===== src/rtl/pic_priority_ctrl.sv =====
// -----------------------------------------------------------------------------
// pic_priority_ctrl
//
// Clocked interrupt priority controller. Owns the interrupt request (IRR) and
// in-service (ISR) registers plus the rotating-priority pointer. Resolves the
// winning request against masks and in-service levels, runs the acknowledge
// handshake with the INTA sequencer, and executes EOI / rotate commands.
//
// Ports:
//   clk, rst_n          clock, asynchronous active-low reset
//   ir_in               synchronised request lines
//   level_trig          1 = level capture, 0 = rising-edge capture
//   imr                 per-channel mask (1 = masked)
//   special_mask_mode   masked ISR bits stop blocking lower levels
//   special_nest_mode   top in-service level does not block itself
//   auto_eoi            acknowledge does not set ISR
//   auto_rotate         with auto_eoi, acknowledged level becomes lowest
//   cmd_valid/op/level  command strobe, opcode, level operand
//   ack                 acknowledge pulse
//   int_req/int_level   registered request to the CPU and winning level
//   ack_done            pulse the cycle after an ack
//   ack_level/spurious  result of the last ack
//   irr, isr            register readback
//   lowest_prio         current lowest-priority level
// -----------------------------------------------------------------------------
module pic_priority_ctrl #(
   parameter int unsigned N_CHAN = 8,
   parameter int unsigned LW     = $clog2(N_CHAN)
) (
   input  logic              clk,
   input  logic              rst_n,
   input  logic [N_CHAN-1:0] ir_in,
   input  logic              level_trig,
   input  logic [N_CHAN-1:0] imr,
   input  logic              special_mask_mode,
   input  logic              special_nest_mode,
   input  logic              auto_eoi,
   input  logic              auto_rotate,
   input  logic              cmd_valid,
   input  logic [2:0]        cmd_op,
   input  logic [LW-1:0]     cmd_level,
   input  logic              ack,
   output logic              int_req,
   output logic [LW-1:0]     int_level,
   output logic              ack_done,
   output logic [LW-1:0]     ack_level,
   output logic              ack_spurious,
   output logic [N_CHAN-1:0] irr,
   output logic [N_CHAN-1:0] isr,
   output logic [LW-1:0]     lowest_prio
);

   localparam logic [2:0] OpNsEoi    = 3'd1;
   localparam logic [2:0] OpSEoi     = 3'd2;
   localparam logic [2:0] OpRotNsEoi = 3'd3;
   localparam logic [2:0] OpRotSEoi  = 3'd4;
   localparam logic [2:0] OpSetPrio  = 3'd5;

   // Rotated position value meaning "no bit set".
   localparam logic [LW:0] PosNone = (LW+1)'(N_CHAN);

   // Rotated position (0 = highest priority) of the highest-priority set bit.
   function automatic logic [LW:0] first_pos(input logic [N_CHAN-1:0] vec,
                                             input logic [LW-1:0]     lowest);
      logic [LW:0]   pos;
      logic [LW-1:0] lvl;
      pos = PosNone;
      // Descending scan so the smallest rotated position is kept last.
      for (int j = N_CHAN - 1; j >= 0; j--) begin
         lvl = lowest + LW'(j) + LW'(1);
         if (vec[lvl]) pos = (LW+1)'(j);
      end
      return pos;
   endfunction

   logic [N_CHAN-1:0] irr_q, irr_d;
   logic [N_CHAN-1:0] isr_q, isr_d;
   logic [N_CHAN-1:0] ir_prev_q;
   logic [LW-1:0]     lowest_q, lowest_d;
   logic              int_req_q, int_req_d;
   logic [LW-1:0]     int_level_q, int_level_d;
   logic              ack_done_q;
   logic [LW-1:0]     ack_level_q, ack_level_d;
   logic              ack_spurious_q, ack_spurious_d;

   logic [N_CHAN-1:0] req_vec;
   logic [N_CHAN-1:0] blk_vec;
   logic [LW:0]       req_pos;
   logic [LW:0]       blk_pos;
   logic [LW:0]       isr_pos;
   logic              win_valid;
   logic [LW-1:0]     win_level;
   logic              isr_any;
   logic [LW-1:0]     isr_top;
   logic              ack_hit;
   logic              cmd_low_we;
   logic [LW-1:0]     cmd_low_val;

   // Priority resolution on current state.
   always_comb begin
      req_vec   = irr_q & ~imr;
      blk_vec   = special_mask_mode ? (isr_q & ~imr) : isr_q;
      req_pos   = first_pos(req_vec, lowest_q);
      blk_pos   = first_pos(blk_vec, lowest_q);
      win_valid = (req_pos != PosNone) &&
                  ((req_pos < blk_pos) || (special_nest_mode && (req_pos == blk_pos)));
      win_level = lowest_q + req_pos[LW-1:0] + LW'(1);
      isr_pos   = first_pos(isr_q, lowest_q);
      isr_any   = (isr_pos != PosNone);
      isr_top   = lowest_q + isr_pos[LW-1:0] + LW'(1);
   end

   // Next-state for request, in-service and rotation state.
   always_comb begin
      ack_hit     = ack && int_req_q;
      cmd_low_we  = 1'b0;
      cmd_low_val = lowest_q;

      irr_d = level_trig ? ir_in : (irr_q | (ir_in & ~ir_prev_q));
      if (ack_hit) irr_d[int_level_q] = 1'b0;

      // EOI works on the pre-ack ISR; the ack set is applied afterwards so it wins.
      isr_d = isr_q;
      if (cmd_valid) begin
         case (cmd_op)
            OpNsEoi: begin
               if (isr_any) isr_d[isr_top] = 1'b0;
            end
            OpSEoi: begin
               isr_d[cmd_level] = 1'b0;
            end
            OpRotNsEoi: begin
               if (isr_any) begin
                  isr_d[isr_top] = 1'b0;
                  cmd_low_we     = 1'b1;
                  cmd_low_val    = isr_top;
               end
            end
            OpRotSEoi: begin
               isr_d[cmd_level] = 1'b0;
               cmd_low_we       = 1'b1;
               cmd_low_val      = cmd_level;
            end
            OpSetPrio: begin
               cmd_low_we  = 1'b1;
               cmd_low_val = cmd_level;
            end
            default: ;
         endcase
      end
      if (ack_hit && !auto_eoi) isr_d[int_level_q] = 1'b1;

      // Command write of the pointer takes precedence over auto-rotate.
      lowest_d = lowest_q;
      if (ack_hit && auto_eoi && auto_rotate) lowest_d = int_level_q;
      if (cmd_low_we) lowest_d = cmd_low_val;

      // Any ack suppresses the request for one cycle.
      int_req_d   = win_valid && !ack;
      int_level_d = int_req_d ? win_level : int_level_q;

      ack_level_d    = ack_level_q;
      ack_spurious_d = ack_spurious_q;
      if (ack) begin
         ack_level_d    = ack_hit ? int_level_q : LW'(N_CHAN - 1);
         ack_spurious_d = !ack_hit;
      end
   end

   always_ff @(posedge clk or negedge rst_n) begin
      if (!rst_n) begin
         irr_q          <= '0;
         isr_q          <= '0;
         ir_prev_q      <= '0;
         lowest_q       <= LW'(N_CHAN - 1);
         int_req_q      <= 1'b0;
         int_level_q    <= '0;
         ack_done_q     <= 1'b0;
         ack_level_q    <= '0;
         ack_spurious_q <= 1'b0;
      end else begin
         irr_q          <= irr_d;
         isr_q          <= isr_d;
         ir_prev_q      <= ir_in;
         lowest_q       <= lowest_d;
         int_req_q      <= int_req_d;
         int_level_q    <= int_level_d;
         ack_done_q     <= ack;
         ack_level_q    <= ack_level_d;
         ack_spurious_q <= ack_spurious_d;
      end
   end

   assign int_req      = int_req_q;
   assign int_level    = int_level_q;
   assign ack_done     = ack_done_q;
   assign ack_level    = ack_level_q;
   assign ack_spurious = ack_spurious_q;
   assign irr          = irr_q;
   assign isr          = isr_q;
   assign lowest_prio  = lowest_q;

endmodule


===== config.mk =====
export PLATFORM = sky130hd
export DESIGN_NAME = pic_priority_ctrl
export DESIGN_NICKNAME = d
export VERILOG_FILES = /design/src/rtl/pic_priority_ctrl.sv
export SDC_FILE = /design/constraint.sdc
export NUM_CORES = 1
export LEC_CHECK = 0
export ABC_AREA = 1
export CAP_MARGIN = 20
export CORE_AREA = 3 3 94 78
export CTS_BUF_LIST = sky130_fd_sc_hd__clkbuf_4
export DETAILED_ROUTE_END_ITERATION = 12
export DIE_AREA = 0 0 97 81
export GPL_TIMING_DRIVEN = 0
export PLACE_DENSITY = 0.88
export SKIP_LAST_GASP = 1
export SLEW_MARGIN = 20
export SYNTH_ARGS = -nofsm -noshare
export SYNTH_HDL_FRONTEND = slang
export SYNTH_SLANG_ARGS = --single-unit

===== constraint.sdc =====
create_clock -name clk -period 4.35 [get_ports clk]
set_input_delay 0.6525 -clock clk [delete_from_list [all_inputs] [get_ports clk]]
set_output_delay 0.6525 -clock clk [all_outputs]
set_load 0.03 [all_outputs]

==> reports/metrics.cfg, run 1 <==
[status]
status = complete, no violations

[layout]
areaGrowthSynthToFinish_pct = 21.76
fillCellCount = 559
diodes = 0
final_layout_size_suffix_gt1_frac = 0.08920
nNetsFinal = 680

[worst_setup_path]
startpoint_type = register
critPathCaptureType = register
crit_type = register to register
critPathRequiredTime_ns = 4.59
arrival_ns = 4.19
critPathMaxFanout = 11

[grt]
antenna_found_initial = 0
grt_overflow = 0
grt_util_all_layers = 0.2957
grt_max_degree = 26
grt_first_pass_wirelength_um = 18880
grt_pass1_vias = 4015

[sta]
finalSetupTns_ns = 0
finalCritPeriodShare = 0.9076
skew_ns = 0.009172
relSlewSlack = 0.6536
hold_viol_final = 0
final-setup-viol-count = 0
worst_pin_slew_ns = 0.5162
fmax_mhz = 253.3
period_needed_ns = 3.948
report.final.slew_viol_count = 0
rsz0062_at_grt = false

[clock_tree]
clkTransAtPathRegs_ns = 0.11
worst_skew_pair.late_latency_ns = 0.34
cts_made_buffers = 5
clock-sinks = 36
cts_tree = yes
cts_hold_buffers = 0
cts-root-buf = clkbuf_4
clockBufferDepth = 2
h-tree-depth = 2

[die]
core_um2 = 6409
initial_utilization = 0.5492
fp.dieW_um = 97
fp-row-count = 26
fp.dieH_um = 81
ios = 59
die_area_um2 = 7857

[yosys]
syn-num-nets = 616
synth_top_area_frac = 0.2357
ys_seq_elements = 36
netlist_instances = 574
synth_seq_area_share = 0.2570
netlist_top_cells_area = nand2_1, dfrtp_1, nand3_1, o21ai_0, inv_1
synth_top_area_cell = nand2_1
synth_area_per_cell_um2 = 6.132
synth_cell_types = 44
netlist_area_um2 = 3520
yosysWarnings = 0

[drt]
first_pass_iters = 5
vias_per_cell = 5.696
drcViolationCount = 0
wirelength_um = 11130
wire_per_inst_um = 15.39
drtAntennaViolNets = 0
vias = 4118
initialDrtViolationCount = 304

[placement]
port_buffers = 57
gp_congestion = 0.9591
dp_hpwl_um = 8996

[hold_path]
holdCritPathClass = primary input to asynchronous set/reset pin

[run]
cap_violations = 0

## what timing repair did
action | 4_1_cts | 5_1_grt
setup buffers | 0 | 0
setup endpoints to repair | 0 | 10
endpoints found under the hold margin | 0 | 0
resized for setup | 0 | 6
## Yosys cell counts, drive strengths merged
cell type	number
xor2	3
fa	2
o22ai	1
a31o	1
clkinv	1
a21boi	1
inv	64
a22o	4
or2	1
nand4	6
a22oi	3
clkbuf	5
nand3	49
o311ai	8
o21a	2
dfstp	3
o21bai	3
dfrtp	33
ha	9
a2bb2oi	1
a31oi	2
nand2	234
mux2i	1
buf	14
nor4	3
a41oi	3
o21ai	54
nor2	39
a21oi	19
o211ai	5
## routing by layer
metal	up-vias	share of wire	track usage
met3	26	0.078	0.04549
met1	1906	0.45	0.3978
met5	-	0	0
met2	179	0.46	0.4931
li1	2007	-	-
met4	0	0.015	0.09677
## area by class of cell
type                       count  area [um^2]  share of cell area
multi-input combinational    454         2268              0.5293
sequential                    36        904.6              0.2111
inverter                      65        244.0             0.05693
tap                           84        105.1             0.02453
timing repair buffer          58        593.1              0.1384
buffer                        18        113.9             0.02657
clock inverter                 2        11.26            0.002628
clock buffer                   6        45.04             0.01051
## critical path: stages, from the launching register on
cell	delay [ns]
dfstp_2	0.59
buf_4	0.22
inv_2	0.15
ha_1	0.30
clkbuf_2	0.16
inv_1	0.12
buf_6	0.15
nand3_1	0.09
nand2_1	0.11
nand2_1	0.06
nand2_1	0.11
a31oi_1	0.08
o21ai_1	0.15
nand2_1	0.07
nand2_1	0.06
nand2_1	0.05
ha_1	0.19
fa_2	0.36
xor2_2	0.18
inv_1	0.11
nand3_4	0.11
nand2_2	0.11
nand3_1	0.07
nand2_1	0.09
nand2_1	0.05
nand2_1	0.08
nand2_1	0.05
## logic make-up after synthesis
logic type,count (synthesis),share of synthesized area
AOI/OAI and AO/OA,107,0.1834
xor gates and xnor gates,3,0.009600
adders and majority gates,11,0.04337
buffers and inverters,84,0.1013
DFF,36,0.2570
muxes,1,0.002844
and+or+nand+nor,332,0.4024
## state kept, by name (all words and copies together) (netlist names)
register and flops:
ack_level 3, irr 8, ir_prev_q 8, int_level 3, lowest_prio 3, ack_done 1, isr 8, ack_spurious 1
int_req 1
## worst paths after layout
path | startpoint | to | slack (ns) | cells past startpoint
hold / removal | rst_n | isr[1] | 0.19 | 1
hold reg to reg | ack_spurious | ack_spurious | 0.52 | 2
setup / recovery | lowest_prio[1] | isr[0] | 0.40 | 26
max in group asynchronous | rst_n | irr[2] | 3.73 | 2
min in group clk | ack_spurious | ack_spurious | 0.52 | 2
setup reg to reg | lowest_prio[1] | isr[0] | 0.40 | 26
## layout by cell type, fill, tap and decap left out, types with 4 or more instances in the layout
cell	netlist	routed
a21oi_1	17	17
a22o_1	4	4
buf_2	8	7
buf_6	3	4
clkbuf_1	4	4
clkbuf_4	0	6
clkdlybuf4s50_1	0	56
dfrtp_1	33	33
ha_1	9	9
inv_1	57	57
inv_2	7	7
nand2_1	221	221
nand2_2	11	11
nand3_1	48	48
nand4_1	6	6
nor2_1	35	35
o211ai_1	5	5
o21ai_0	47	46
o21ai_1	7	8
o311ai_0	8	8
## per-stage QoR
step | setup slack, ns | hold slack [ns] | std cells | instance area [um^2] | utilization
2_1_floorplan | 0.4775 | 0.3569 | 574 | 3520 | -
3_3_place_gp | 0.2014 | 0.4868 | 715 | 4195 | 0.6546
3_5_place_dp | 0.08878 | 0.5029 | 716 | 4218 | 0.6581
4_1_cts | 0.07873 | 0.1852 | 724 | 4274 | 0.6669
5_1_grt | 0.03041 | 0.1850 | 723 | 4285 | 0.6687
6_report | 0.4019 | 0.1896 | 723 | 4285 | 0.6687
Power of run 1 is left out: the tool's default activity adds up to more than one toggle a clock period on the data nets, which glitch-free logic cannot reach.
==> inputs of run 2 (changes only) <==
--- a/config.mk
+++ b/config.mk
@@ -14,7 +14,7 @@
 export GPL_TIMING_DRIVEN = 0
 export PLACE_DENSITY = 0.88
 export SKIP_LAST_GASP = 1
-export SLEW_MARGIN = 20
+export SLEW_MARGIN = 40
 export SYNTH_ARGS = -nofsm -noshare
 export SYNTH_HDL_FRONTEND = slang
 export SYNTH_SLANG_ARGS = --single-unit
==> results of run 2 <==
Final layout, timing and power as in run 1 (identical DEF).
Power of run 2 is left out for the same reason.
==> inputs of run 3 (changes only) <==
--- a/config.mk
+++ b/config.mk
@@ -7,12 +7,13 @@
 export LEC_CHECK = 0
 export ABC_AREA = 1
 export CAP_MARGIN = 20
-export CORE_AREA = 3 3 94 78
+export CORE_AREA = 3 3 117 96
 export CTS_BUF_LIST = sky130_fd_sc_hd__clkbuf_4
 export DETAILED_ROUTE_END_ITERATION = 12
-export DIE_AREA = 0 0 97 81
+export DIE_AREA = 0 0 120 99
 export GPL_TIMING_DRIVEN = 0
-export PLACE_DENSITY = 0.88
+export PLACE_DENSITY = 0.63
+export SETUP_SLACK_MARGIN = 0.2
 export SKIP_LAST_GASP = 1
 export SLEW_MARGIN = 40
 export SYNTH_ARGS = -nofsm -noshare
==> reports/metrics.cfg, run 3 (synthesis gave the netlist of run 1 again) <==
[drt]
wirelength_um = 11370
initialDrtViolationCount = 341
first_pass_iters = 5
wire_per_inst_um = 14.52
vias = 3988
vias_per_cell = 5.093
drcViolationCount = 0
drtAntennaViolNets = 0

[grt]
grt_first_pass_wirelength_um = 18390
grt_pass1_vias = 3724
grt_util_all_layers = 0.1901
antenna_found_initial = 0
grt_max_degree = 23
grt_overflow = 0
grtUsageMet3 = 0.02352
met1_usage = 0.2733
use_met2 = 0.3104
grt-busiest-layer = met2

[layout]
final_layout_size_suffix_gt1_frac = 0.1042
nNetsFinal = 684
mostFrequentLayoutCell = nand2_1
areaGrowthSynthToFinish_pct = 25.81
layoutNonFillerInstCount = 783
diodes = 0
final_cell_mix = nand2_1, clkdlybuf4s50_1, inv_1, nand3_1, o21ai_0
fillCellCount = 1091

[die]
initial_utilization = 0.3451
fp-row-count = 33
ios = 59
fp.dieH_um = 99
core_um2 = 10200
fp.dieW_um = 120
die_area_um2 = 11880

[worst_setup_path]
arrival_ns = 4.14
cp_common_cell = nand2_1
critPathRequiredTime_ns = 4.57
critPathCaptureType = register
worst_path_max_delay_cell = dfstp_2
critPathMaxFanout = 13
crit_type = register to register
startpoint_type = register
r2r_slack_ns = 0.43
worst_path_largest_cell_delay_ns = 0.56

[clock_tree]
cts_tree = yes
cts-root-buf = clkbuf_4
cts_made_buffers = 5
clkTransAtPathRegs_ns = 0.11
clock-sinks = 36
cts_hold_buffers = 0
clockBufferDepth = 2
worst_skew_pair.late_latency_ns = 0.33
h-tree-depth = 2

[sta]
hold_viol_final = 0
rsz0062_at_grt = false
skew_ns = 0.01696
fmax_mhz = 255.1
finalCritPeriodShare = 0.9011
worst_pin_slew_ns = 0.5273
final-setup-viol-count = 0
report.final.slew_viol_count = 0
period_needed_ns = 3.920
finalSetupTns_ns = 0
relSlewSlack = 0.6461

[placement]
gp_congestion = 0.9600
dp_hpwl_um = 9275
dp.cells = 772
port_buffers = 57

[hold_path]
holdCritPathClass = primary input to asynchronous set/reset pin

[run]
cap_violations = 0

[status]
status = complete, no violations

run 3: worst max-delay path: cells and delay by family, from the launching register on:
family,cells,cell delay [ns]
flops,1,0.56
fa+ha+maj,3,0.86
buf+inv,8,0.90
compound gates,2,0.27
xor+xnor,1,0.18
simple gates,14,1.07
run 3: cell type report:
class,count,area [um^2],area share
flip-flops and latches,36,904.6,0.2043
repair buffers,61,628.1,0.1418
clock buffers,7,52.55,0.01187
clock inverters,1,8.758,0.001978
plain buffers,19,133.9,0.03023
well taps,140,175.2,0.03956
inverters,65,244.0,0.05510
multi-input cells,454,2281,0.5151
run 3: routing by layer:
layer | routed length (um) | up-vias
li1 | - | 2015
met1 | 5325 | 1803
met4 | 108 | 0
met3 | 842 | 11
met5 | 0 | -
met2 | 5095 | 159
run 3: worst paths after layout:
check / startpoint / to / depth (start not counted)
hold reg to reg: ack_spurious / ack_spurious / 2
max in group asynchronous: rst_n / lowest_prio[1] / 2
setup reg to reg: lowest_prio[0] / isr[0] / 28
min in group clk: ack_spurious / ack_spurious / 2
hold / removal: rst_n / isr[0] / 1
setup / recovery: lowest_prio[0] / isr[0] / 28
run 3: metrics by stage:
step	utilization	hold slack (ns)	setup WS (ns)	cell area, um^2
CTS	0.4284	0.2147	0.2462	4369
detailed placement	0.4204	0.5042	0.02907	4288
finish	0.4342	0.2218	0.4300	4428
global placement	0.4182	0.4919	0.1881	4265
global route	0.4342	0.2094	0.1981	4428
floorplan	-	0.3569	0.4775	3520
run 3: what timing repair did:
action,CTS,global route
resized for setup,4,15
endpoints found under the setup margin,9,11
pin swaps,0,4
endpoints found under the hold margin,0,0
setup buffers,1,2
Power of run 3 is left out for the same reason.
